--- config.mk ---
export PLATFORM = sky130hd
export DESIGN_NAME = steak_timer
export DESIGN_NICKNAME = d
export VERILOG_FILES = /design/src/rtl/steak_timer.sv
export SDC_FILE = /design/constraint.sdc
export NUM_CORES = 1
export LEC_CHECK = 0
export ABC_CLOCK_PERIOD_IN_PS = 2500
export BUFFER_PORTS_ARGS = -buffer_cell sky130_fd_sc_hd__buf_2
export CORE_ASPECT_RATIO = 0.5
export CORE_MARGIN = 2
export CORE_UTILIZATION = 40
export CTS_CLUSTER_DIAMETER = 200
export DETAILED_ROUTE_END_ITERATION = 6
export HOLD_SLACK_MARGIN = 0.05
export PLACE_DENSITY = 0.62
export SLEW_MARGIN = 25
export SYNTH_ARGS = -nofsm -noshare
export SYNTH_HDL_FRONTEND = slang
export SYNTH_SLANG_ARGS = --single-unit
--- constraint.sdc ---
create_clock -name clk -period 2.5 [get_ports clk]
set_input_delay 0 -clock clk [delete_from_list [all_inputs] [get_ports clk]]
set_output_delay 0 -clock clk [all_outputs]
set_load 0.01 [all_outputs]
--- src/rtl/steak_timer.sv ---
// Spawn-delay and doneness-stage timing source for the steak controller.
// A shared prescaler generates unit ticks; one FSM sequences idle, spawn delay, spawn request and cooking.
module steak_timer #(
  parameter int TICK_DIV   = 50000000,
  parameter int COOK_UNITS = 2,
  parameter int SHOW_BASE  = 1
) (
  input  logic       clk,
  input  logic       reset,
  input  logic       show_resetn,
  input  logic [2:0] show_time,
  input  logic       cook_en,
  output logic       show,
  output logic       stage_clk,
  output logic [2:0] stage_cnt
);

  localparam int PW = (TICK_DIV > 1) ? $clog2(TICK_DIV) : 1;
  localparam int UW = ($clog2(COOK_UNITS + 1) > 4) ? $clog2(COOK_UNITS + 1) : 4;

  typedef enum logic [1:0] {
    S_IDLE,
    S_DELAY,
    S_SHOW,
    S_COOK
  } state_t;

  state_t        state;
  logic [PW-1:0] presc;
  logic [UW-1:0] unit_cnt;
  logic [3:0]    delay_units;
  logic          tick;
  logic [UW-1:0] unit_next;

  assign tick      = (presc == PW'(TICK_DIV - 1));
  assign unit_next = unit_cnt + UW'(1);

  // Spawn handshake: show is a request held high until the controller answers
  // with show_resetn=1; show_resetn=0 later means the steak is gone and the cycle restarts.
  always_ff @(posedge clk) begin
    if (reset) begin
      state       <= S_IDLE;
      show        <= 1'b0;
      stage_clk   <= 1'b0;
      stage_cnt   <= 3'd0;
      presc       <= '0;
      unit_cnt    <= '0;
      delay_units <= 4'd0;
    end else begin
      case (state)
        S_IDLE: begin
          show      <= 1'b0;
          stage_clk <= 1'b0;
          if (!show_resetn) begin
            delay_units <= {1'b0, show_time} + 4'(SHOW_BASE);
            presc       <= '0;
            unit_cnt    <= '0;
            state       <= S_DELAY;
          end
        end

        S_DELAY: begin
          if (show_resetn) begin
            state     <= S_COOK;
            show      <= 1'b0;
            stage_clk <= 1'b0;
            stage_cnt <= 3'd0;
            presc     <= '0;
            unit_cnt  <= '0;
          end else if (delay_units == 4'd0) begin
            state    <= S_SHOW;
            show     <= 1'b1;
            presc    <= '0;
            unit_cnt <= '0;
          end else if (tick) begin
            presc <= '0;
            if (unit_next == UW'(delay_units)) begin
              state    <= S_SHOW;
              show     <= 1'b1;
              unit_cnt <= '0;
            end else begin
              unit_cnt <= unit_next;
            end
          end else begin
            presc <= presc + PW'(1);
          end
        end

        S_SHOW: begin
          show <= 1'b1;
          if (show_resetn) begin
            state     <= S_COOK;
            show      <= 1'b0;
            stage_clk <= 1'b0;
            stage_cnt <= 3'd0;
            presc     <= '0;
            unit_cnt  <= '0;
          end
        end

        S_COOK: begin
          // Losing the steak outranks a coincident stage toggle.
          if (!show_resetn) begin
            state     <= S_IDLE;
            show      <= 1'b0;
            stage_clk <= 1'b0;
            stage_cnt <= 3'd0;
            presc     <= '0;
            unit_cnt  <= '0;
          end else if (cook_en) begin
            if (tick) begin
              presc <= '0;
              if (unit_next == UW'(COOK_UNITS)) begin
                unit_cnt  <= '0;
                stage_clk <= ~stage_clk;
                stage_cnt <= (stage_cnt == 3'd7) ? 3'd7 : stage_cnt + 3'd1;
              end else begin
                unit_cnt <= unit_next;
              end
            end else begin
              presc <= presc + PW'(1);
            end
          end
        end

        default: state <= S_IDLE;
      endcase
    end
  end

endmodule

==> flow_metrics.tcl, run 1 <==
set metrics [dict create \
    status "completed" \
    placementRows 20 \
    maximum_number_of_pins_on_one_net_before_global_route_repair 32 \
    place_worst_setup_slack_ps 201 \
    core_footprint_um2 6260 \
    grt_pass1_vias 2407 \
    first_pass_grt_wire_length_mm 11.5 \
    fin_ws_ps 232 \
    worstReg2RegStart "state[1]$_SDFFE_PP0P_" \
    synth-compound-area-share 0.220 \
    post_detailed_route_count_of_antenna_violating_nets 0 \
    finish.utilization 0.481 \
    antenna_violations_before_repair 0 \
    drt-pass1-iter-count 4 \
    finish.instance_area_um2 3010 \
    detail_route.vias_per_cell 5.96 \
    max_clock_freq_mhz 441 \
    max-vdd-ir-drop_mv 0.316 \
    pwr-share-comb 0.334 \
    synth_mux_area_frac 0.0338 \
    met1Wirelength_mm 3.31 \
    top_level_ports 12 \
    post_synth_instance_area_um2 2670 \
    criticalPathCategory "flop to flop" \
    asyncSetResetFlopFracSynth 0 \
    yosysSeqAreaShare 0.308 \
    setup_tns_ps 0 \
    n_diodes 0 \
    ys.warnings.count 0 \
    die_h_um 61.7 \
    p_leak_nw 0.997 \
    hold_ws_ps 57.1 \
    drive_gt1_frac 0.117 \
    length_of_routed_met2_wiring_mm 2.92 \
    startpoint_type "flop" \
    syn_area_per_cell_um2 8.13 \
    p_switching_mw 0.752 \
    timing.final.crit_share 0.907 \
    cts.path.max_buffers 2 \
    gp_congestion 0.813 \
    mostFrequentLayoutCells "dfxtp_1 (41), nand2_1 (39), nand3_1 (26)" \
    cts_tree "built" \
    cts-root-buf "clkbuf_16" \
    max_slew_vio_count 0 \
    ys_seq_elements 41 \
    dieArea_um2 7370 \
    p_sw_frac 0.353 \
    syn-num-nets 344 \
    highest_layer "met4" \
    synth_cell_type_count 63 \
    critical_path_arrival_ps 2460 \
    yosys.area_share.simple 0.315 \
    initialDrtViolationCount 314 \
    initial_core_utilization 0.426 \
    fillCellCount 621 \
    synth_flop_cell "dfxtp_1" \
    multi_input_area_um2 1720 \
    dpl.hpwl_mm 4.55 \
    rsz0062_at_grt "no" \
    period_minus_slack_ps 2270 \
    synth_top_family_by_area "simple AND/OR/NAND/NOR gates" \
    power_report.internal_total_mw 1.38 \
    routed-via-count 2556 \
    finClkSkew_ps 5.56 \
    synth_fa_ha_area_frac 0.0422 \
    final_nets 356 \
    power.density_cell_area_nw_per_um2 709 \
    i_o_buffers 11 \
    worstSetupEndpointType "flop" \
    most_common_cell_after_layout_fill_and_taps_aside "dfxtp_1" \
    dieWidth_um 119 \
    critPathMaxFanout 7 \
    gr_usage_total 0.199 \
    detail_route.wirelength_mm 6.69 \
    numCtsBuffers 5 \
    timing_hold_violations_final 0 \
    placed_area_um2 2810 \
    slew_headroom 0.600 \
    cp_data_required_time_ps 2690 \
    area_growth_pct 12.8 \
    insertion_delay_ps 290 \
    cts.reportedPaths.clkPinSlew_ps 60 \
    grt.overflow.total 0 \
    syn_inst 328 \
    worst_slew_pin_slew_ps 597 \
    sequentialPowerShare 0.341 \
    area.sequential_um2 821 \
    setup_viol_count_final 0 \
    crit_path_start "state[1]$_SDFFE_PP0P_" \
    route.detailed.wl_per_inst_um 15.6 \
    synth_edf_count 0 \
    total_of_max_cap_violations 0 \
    timing.hold.worst.start "reset" \
    post_synth_xor_area_fraction 0.0328 \
    route.met3.wl_um 325 \
    cts_max_level 2 \
    clock_sinks 41 \
    remaining_drc_errors 0 \
    pwr-share-clk 0.325 \
    timing.hold.worst.class "input pin to flop" \
]
## cell type report
type / instances / share of cell area
Timing Repair Buffer: 24 / 0.0541
Tap cell: 88 / 0.0366
Inverter: 10 / 0.0125
Clock buffer: 7 / 0.0508
Clock inverter: 1 / 0.00166
Multi-Input combinational cell: 258 / 0.571
Sequential cell: 41 / 0.273
## worst paths after layout
kind                                    to  slack [ps]  cells after the start
setup reg to reg    presc[16]$_SDFFE_PP0P_         230                      7
setup / recovery    presc[16]$_SDFFE_PP0P_         230                      7
hold reg to reg     presc[23]$_SDFFE_PP0P_         480                      1
hold / removal    unit_cnt[0]$_SDFFE_PP0P_          60                      3
## power by group through the flow
stage / sequential (mW) / clock (mW) / combinational (mW)
finish: 0.727 / 0.692 / 0.712
global route: 0.731 / 0.730 / 0.789
CTS: 0.727 / 0.706 / 0.701
detailed placement: 0.740 / 0 / 0.692
global placement: 0.738 / 0 / 0.678
floorplan: 0.734 / 0 / 0.515
## cells in the mapped netlist (9+ instances only)
library cell	n	area [µm²]
mux2i_1	9	90.1
o21ai_1	10	50.1
a21oi_1	14	70.1
nand4_1	10	62.6
ha_1	9	113
nand3_1	26	130
dfxtp_1	41	821
inv_1	9	33.8
a31oi_1	11	68.8
nand2_1	39	146
nor2_1	16	60.1
## critical path, stage by stage (launching register included)
cell and delay (ps):
dfxtp_1 400, inv_1 90, ha_1 250, nand2b_1 180, o22a_1 300, a211oi_2 490, a41oi_1 190, a311oi_1 270
## through the flow
stage	std cells	power, mW
2_1_floorplan	328	1.25
3_3_place_gp	417	1.42
3_5_place_dp	417	1.43
4_1_cts	429	2.13
5_1_grt	429	2.25
6_report	429	2.13
## kinds of logic after synthesis
family          Yosys count
fa+ha+maj                 9
xor+xnor                 10
mux                       9
flops                    41
simple gates            147
compound gates           83
buf+inv                  29
## routing by layer
metal / track usage / vias to the layer above
li1: - / 1265
met1: 0.254 / 1215
met2: 0.331 / 65
met3: 0.0456 / 11
met4: 0.0941 / 0
met5: 0 / -
## sequential cells by signal, indices dropped and copies added, names as in the netlist
| register | count |
|---|---|
| stage_cnt | 3 |
| show | 1 |
| unit_cnt | 4 |
| stage_clk | 1 |
| presc | 26 |
| state | 2 |
| delay_units | 4 |
## timing repair
item,4_1_cts,5_1_grt
hold endpoints to repair,4,0
setup endpoints to repair,0,6
buffers inserted,0,0
gates resized for setup,0,1
hold buffers,4,0
(Power assumes the default switching activity.)
==> inputs of run 2 (changes only) <==
--- a/config.mk
+++ b/config.mk
@@ -8,12 +8,13 @@
 export ABC_CLOCK_PERIOD_IN_PS = 2500
 export BUFFER_PORTS_ARGS = -buffer_cell sky130_fd_sc_hd__buf_2
 export CORE_ASPECT_RATIO = 0.5
-export CORE_MARGIN = 2
+export CORE_MARGIN = 8
 export CORE_UTILIZATION = 40
 export CTS_CLUSTER_DIAMETER = 200
 export DETAILED_ROUTE_END_ITERATION = 6
 export HOLD_SLACK_MARGIN = 0.05
 export PLACE_DENSITY = 0.62
+export SETUP_SLACK_MARGIN = 0.4
 export SLEW_MARGIN = 25
 export SYNTH_ARGS = -nofsm -noshare
 export SYNTH_HDL_FRONTEND = slang
==> flow_metrics.tcl, run 2 (synthesis results as in run 1) <==
set metrics [dict create \
    mostFrequentLayoutCells "nand2_1 (38), dfxtp_1 (38), nand3_1 (26)" \
    initialDrtViolationCount 241 \
    fillCellCount 634 \
    critical_path_arrival_ps 2240 \
    reg_top3 "presc: 26 flops, delay_units: 4 flops, unit_cnt: 4 flops" \
    gr_usage_total 0.145 \
    timing.hold.worst.class "input pin to flop" \
    cts_tree "built" \
    startpoint_type "flop" \
    top_level_ports 12 \
    detail_route.wirelength_mm 6.94 \
    drt-pass1-iter-count 5 \
    maximum_number_of_pins_on_one_net_before_global_route_repair 34 \
    i_o_buffers 11 \
    dpl.hpwl_mm 4.70 \
    area_growth_pct 16.3 \
    remaining_drc_errors 0 \
    worst_hold_path.num_cells 3 \
    critPathMaxFanout 7 \
    critical_path_cell_with_the_highest_stage_delay "or4_1" \
    total_of_max_cap_violations 0 \
    ordered_cell_list_for_the_critical_path "inv_1, ha_4, nand2b_1, o22a_4, a211o_4, or4_1, o21ai_1" \
    cp_data_required_time_ps 2720 \
    criticalPathCategory "flop to flop" \
    worst_slew_pin_slew_ps 603 \
    finClkSkew_ps 5.58 \
    insertion_delay_ps 290 \
    grt.overflow.total 0 \
    rsz0062_at_grt "no" \
    drive_gt1_frac 0.160 \
    route.detailed.wl_per_inst_um 16.0 \
    largest_register_ff_count 26 \
    die_h_um 73.7 \
    setup_tns_ps 0 \
    placementRows 21 \
    gp_congestion 0.863 \
    status "completed" \
    timing.final.crit_share 0.809 \
    crit_family "compound AO/OA/AOI/OAI gates" \
    core_footprint_um2 6570 \
    timing_hold_violations_final 0 \
    post_detailed_route_count_of_antenna_violating_nets 0 \
    max_slew_vio_count 0 \
    critical_path_depth 7 \
    numCtsBuffers 5 \
    routed-via-count 2575 \
    slew_headroom 0.594 \
    initial_core_utilization 0.406 \
    max_flop_register "presc" \
    dieWidth_um 131 \
    antenna_violations_before_repair 0 \
    critical_path.max_stage_delay_ps 470 \
    timing.reg2reg.worst_path_depth 7 \
    n_diodes 0 \
    area.sequential_um2 827 \
    final_nets 359 \
    multi_input_area_um2 1770 \
    max_clock_freq_mhz 494 \
    cts-root-buf "clkbuf_16" \
    max-vdd-ir-drop_mv 0.301 \
    clock_sinks 41 \
    power.density_cell_area_nw_per_um2 734 \
    setup_viol_count_final 0 \
    cts.reportedPaths.clkPinSlew_ps 60 \
    crit_buf_inv 1 \
    hold_ws_ps 58.1 \
    p_leak_nw 1.02 \
    first_pass_grt_wire_length_mm 11.6 \
    period_minus_slack_ps 2020 \
    cts_max_level 2 \
    detail_route.vias_per_cell 5.92 \
    dieArea_um2 9690 \
    worstSetupEndpointType "flop" \
    grt_pass1_vias 2408 \
    cts.path.max_buffers 2 \
]
## run 2: cell count changes in the layout (fill, tap and decap cells not counted), sizes merged
cell / before / now
buf: 20 / 24
clkbuf: 7 / 5
bufinv: 0 / 1
dlygate4sd3: 4 / 3
## run 2: per-layer routing
| layer | track usage | vias to the layer above | share of wire |
|---|---|---|---|
| li1 | - | 1271 | - |
| met1 | 0.172 | 1253 | 0.49 |
| met2 | 0.255 | 42 | 0.47 |
| met3 | 0.0334 | 9 | 0.031 |
| met4 | 0.0517 | 0 | 0.013 |
| met5 | 0 | - | 0 |
## run 2: layout make-up
cell class                 count  area share
clock buffer                   5      0.0404
clock inverter                 2      0.0113
inverter                      10      0.0121
multi-input combinational    258       0.569
sequential                    41       0.267
tap                           92      0.0371
timing repair buffer          27      0.0630
## run 2: tightest hold or removal path: stages
cell     delay [ps]
buf_2           150
nand4_1          80
a21oi_1          60
## run 2: path summary, 6_finish.rpt
check / start / to / slack [ps]
max reg2reg: state[1]$_SDFFE_PP0P_ / presc[9]$_SDFFE_PP0P_ / 480
min: cook_en / stage_cnt[1]$_SDFFE_PP0P_ / 60
max: state[1]$_SDFFE_PP0P_ / presc[9]$_SDFFE_PP0P_ / 480
min reg2reg: presc[23]$_SDFFE_PP0P_ / presc[23]$_SDFFE_PP0P_ / 480
## run 2: report_power, final
group | internal (mW) | total [mW] | switching (mW)
Clock | 0.464 | 0.730 | 0.267
Combinational | 0.341 | 0.811 | 0.470
Sequential | 0.696 | 0.736 | 0.0391
Total | 1.50 | 2.28 | 0.775
## run 2: what timing repair did
action                                  4_1_cts  5_1_grt
buffers inserted                              2        2
hold buffers                                  3        0
endpoints found under the hold margin         3        0
pin swaps                                     2        1
endpoints found under the setup margin       25       15
gates resized for setup                       5       12
## run 2: metrics by stage
step | utilization | total power [mW] | instance area [µm²] | std cells | setup slack [ps]
after floorplan | - | 1.25 | 2670 | 328 | 586
after global placement | 0.430 | 1.43 | 2820 | 421 | 354
after detailed placement | 0.430 | 1.44 | 2820 | 421 | 297
after CTS | 0.463 | 2.19 | 3040 | 433 | 393
after global routing | 0.472 | 2.39 | 3100 | 435 | 380
final | 0.472 | 2.28 | 3100 | 435 | 476
==> inputs of run 3 (changes only) <==
--- a/config.mk
+++ b/config.mk
@@ -5,7 +5,8 @@
 export SDC_FILE = /design/constraint.sdc
 export NUM_CORES = 1
 export LEC_CHECK = 0
-export ABC_CLOCK_PERIOD_IN_PS = 2500
+export ABC_AREA = 1
+export ABC_CLOCK_PERIOD_IN_PS = 1650
 export BUFFER_PORTS_ARGS = -buffer_cell sky130_fd_sc_hd__buf_2
 export CORE_ASPECT_RATIO = 0.5
 export CORE_MARGIN = 8
@@ -13,7 +14,7 @@
 export CTS_CLUSTER_DIAMETER = 200
 export DETAILED_ROUTE_END_ITERATION = 6
 export HOLD_SLACK_MARGIN = 0.05
-export PLACE_DENSITY = 0.62
+export PLACE_DENSITY = 0.64
 export SETUP_SLACK_MARGIN = 0.4
 export SLEW_MARGIN = 25
 export SYNTH_ARGS = -nofsm -noshare
==> constraint.sdc (replaced) <==
create_clock -name clk -period 1.65 [get_ports clk]
set_input_delay 0 -clock clk [delete_from_list [all_inputs] [get_ports clk]]
set_output_delay 0 -clock clk [all_outputs]
set_load 0.01 [all_outputs]
==> flow_metrics.tcl, run 3 <==
set metrics [dict create \
    post_synth_main_area_contributors "dfxtp_1 (32%), nand2_1 (14%), nor2_1 (6.9%), a21oi_1 (6.9%), inv_1 (6.3%)" \
    initial_core_utilization 0.417 \
    netlist.top_cell.by_area "dfxtp_1" \
    cts-root-buf "clkbuf_16" \
    drive_gt1_frac 0.435 \
    criticalPathCategory "flop to flop" \
    grt_util_met2 0.267 \
    r2r-end "presc[10]$_SDFFE_PP0P_" \
    synth.top_cells.by_count "nand2_1 (95), nor2_1 (47), inv_1 (43), dfxtp_1 (41), a21oi_1 (35)" \
    gr_usage_total 0.147 \
    n_diodes 0 \
    fillCellCount 497 \
    timing_hold_violations_final 0 \
    dieArea_um2 9330 \
    cp-endpoint "presc[10]$_SDFFE_PP0P_" \
    first_pass_grt_wire_length_mm 11.5 \
    area_growth_pct 50.7 \
    ys_seq_elements 41 \
    numCtsBuffers 5 \
    worstSetupEndpointType "flop" \
    max_flop_register "presc" \
    pwr-share-clk 0.239 \
    grt.overflow.total 0 \
    finish.utilization 0.629 \
    cts.path.max_buffers 2 \
    reg_top3 "presc: 26 flops, delay_units: 4 flops, unit_cnt: 4 flops" \
    placementRows 20 \
    dpl.hpwl_mm 4.64 \
    critical_path_arrival_ps 1870 \
    p_sw_frac 0.385 \
    max_clock_freq_mhz 588 \
    route.detailed.wl_per_inst_um 14.1 \
    drt-pass1-iter-count 7 \
    slew_headroom 0.493 \
    synth_flop_cell "dfxtp_1" \
    pwr-share-comb 0.474 \
    startpoint_type "flop" \
    worst_slew_pin_slew_ps 760 \
    cts.reportedPaths.clkPinSlew_ps 60 \
    power_report.internal_total_mw 2.55 \
    p_leak_nw 1.51 \
    routed-via-count 2758 \
    largest_register_ff_count 26 \
    max_slew_vio_count 0 \
    asyncSetResetFlopFracSynth 0 \
    yosysTopAreaCellShare 0.322 \
    rsz0062_at_grt "yes" \
    grt_use_met1 0.176 \
    detail_route.vias_per_cell 5.21 \
    worstReg2RegStart "state[1]$_SDFFE_PP0P_" \
    failing_checks "negative setup slack" \
    post_detailed_route_count_of_antenna_violating_nets 0 \
    finClkSkew_ps 5.41 \
    most_common_cell_after_layout_fill_and_taps_aside "nand2_1" \
    placed_area_um2 2930 \
    met3_usage 0.0263 \
    p_switching_mw 1.59 \
    max-vdd-ir-drop_mv 0.930 \
    syn_area_per_cell_um2 6.62 \
    gp_congestion 0.872 \
    remaining_drc_errors 0 \
    die_h_um 72.4 \
    syn-num-nets 401 \
    i_o_buffers 11 \
    synth_edf_count 0 \
    grt_pass1_vias 2580 \
    post_synth_instance_area_um2 2550 \
    ys.warnings.count 0 \
    top_level_ports 12 \
    synth_cell_type_count 38 \
    timing.hold.worst.start "reset" \
    yosysSeqAreaShare 0.322 \
    cts_max_level 2 \
    final_nets 456 \
    detail_route.wirelength_mm 7.46 \
    crit_path_start "state[1]$_SDFFE_PP0P_" \
    timing.hold.worst.class "input pin to flop" \
    clock_sinks 41 \
    setup_viol_count_final 14 \
    syn_inst 385 \
    sequentialPowerShare 0.286 \
    finish.instance_area_um2 3840 \
    status "finished with violations" \
    timing.reg2reg.worst_path_depth 8 \
    globalRoute.busiestLayer "met2" \
    fin_ws_ps -51.1 \
    timing.final.crit_share 1.03 \
    antenna_violations_before_repair 0 \
    power.density_cell_area_nw_per_um2 1080 \
    core_footprint_um2 6110 \
    mostFrequentLayoutCells "nand2_1 (74), nor2_1 (33), inv_1 (32)" \
    insertion_delay_ps 280 \
    cts_tree "built" \
    yosysMostFrequentCell "nand2_1" \
    dieWidth_um 129 \
    cp_data_required_time_ps 1820 \
    initialDrtViolationCount 204 \
    period_minus_slack_ps 1700 \
    total_of_max_cap_violations 0 \
    timing.reg2reg.setup_slack_ps -50 \
    critPathMaxFanout 6 \
    maximum_number_of_pins_on_one_net_before_global_route_repair 21 \
]
-- run 3: cell count changes after synthesis, sizes merged, moves of 5 or more --
cell,before,now
nand2,39,101
inv,9,46
nor2,16,53
a21oi,15,35
a31oi,11,2
mux2i,9,0
nand2b,8,0
buf,13,6
nand4b,6,0
o21ai,14,20
and3,5,0
nand3,26,31
o22ai,5,0
xnor2,6,1
-- run 3: worst min path at each step --
stage	endpoint	slack (ps)	cells after the start
2_1_floorplan	delay_units[3]$_SDFFE_PP0P_	170	2
3_3_place_gp	delay_units[3]$_SDFFE_PP0P_	290	3
3_5_place_dp	delay_units[3]$_SDFFE_PP0P_	300	3
4_1_cts	presc[2]$_SDFFE_PP0P_	150	3
5_1_grt	presc[2]$_SDFFE_PP0P_	190	3
6_report	presc[2]$_SDFFE_PP0P_	180	3
-- run 3: power by group through the flow --
stage | Clock, mW | Combinational [mW] | Sequential, mW
floorplan | 0 | 0.959 | 1.20
global placement | 0 | 1.21 | 1.20
detailed placement | 0 | 1.24 | 1.21
CTS | 1.01 | 1.45 | 1.18
global route | 1.04 | 2.13 | 1.20
finish | 0.991 | 1.96 | 1.19
-- run 3: final cells by class --
class / count / area (µm²) / share of cell area
Clock buffer: 8 / 146 / 0.0381
Tap cell: 88 / 110 / 0.0287
Multi-Input combinational cell: 286 / 2010 / 0.524
Timing Repair Buffer: 59 / 505 / 0.132
Inverter: 47 / 213 / 0.0554
Sequential cell: 41 / 853 / 0.222
-- run 3: cell families after synthesis --
group | synth area share
AND/OR/NAND/NOR | 0.374
AO/OA/AOI/OAI | 0.134
buffers and inverters | 0.0953
flip-flops | 0.322
XOR/XNOR | 0.0309
adder cells (fa/ha/maj) | 0.0442
-- run 3: repair_timing --
item	in CTS	in global routing
hold endpoints to repair	3	0
gates cloned	1	0
gates resized for setup	33	106
pin swaps	18	40
setup endpoints to repair	39	41
setup buffers	12	17
hold buffers	3	0
-- run 3: routing by layer --
metal,up-vias,part of all wire
met3,13,0.039
met2,64,0.51
met1,1315,0.43
met4,0,0.017
met5,-,0
li1,1366,-
-- run 3: metrics by stage --
stage | hold slack [ps] | total power [mW] | instances | setup slack, ps | TNS (ps)
floorplan | 173 | 2.16 | 385 | 176 | 0
global placement | 292 | 2.41 | 488 | 12.2 | 0
detailed placement | 301 | 2.45 | 488 | 8.59 | 0
CTS | 146 | 3.64 | 512 | 52.4 | 0
global route | 192 | 4.37 | 529 | -143 | -2120
finish | 178 | 4.14 | 529 | -51.1 | -234
-- run 3: critical path, cell delays in order, from the launching register on --
cell        delay [ps]
dfxtp_4            380
ha_4               180
nand2_8             90
clkinvlp_4         160
o21ai_4            340
buf_6              150
buf_6               80
nor3_2              30
o21a_1             170
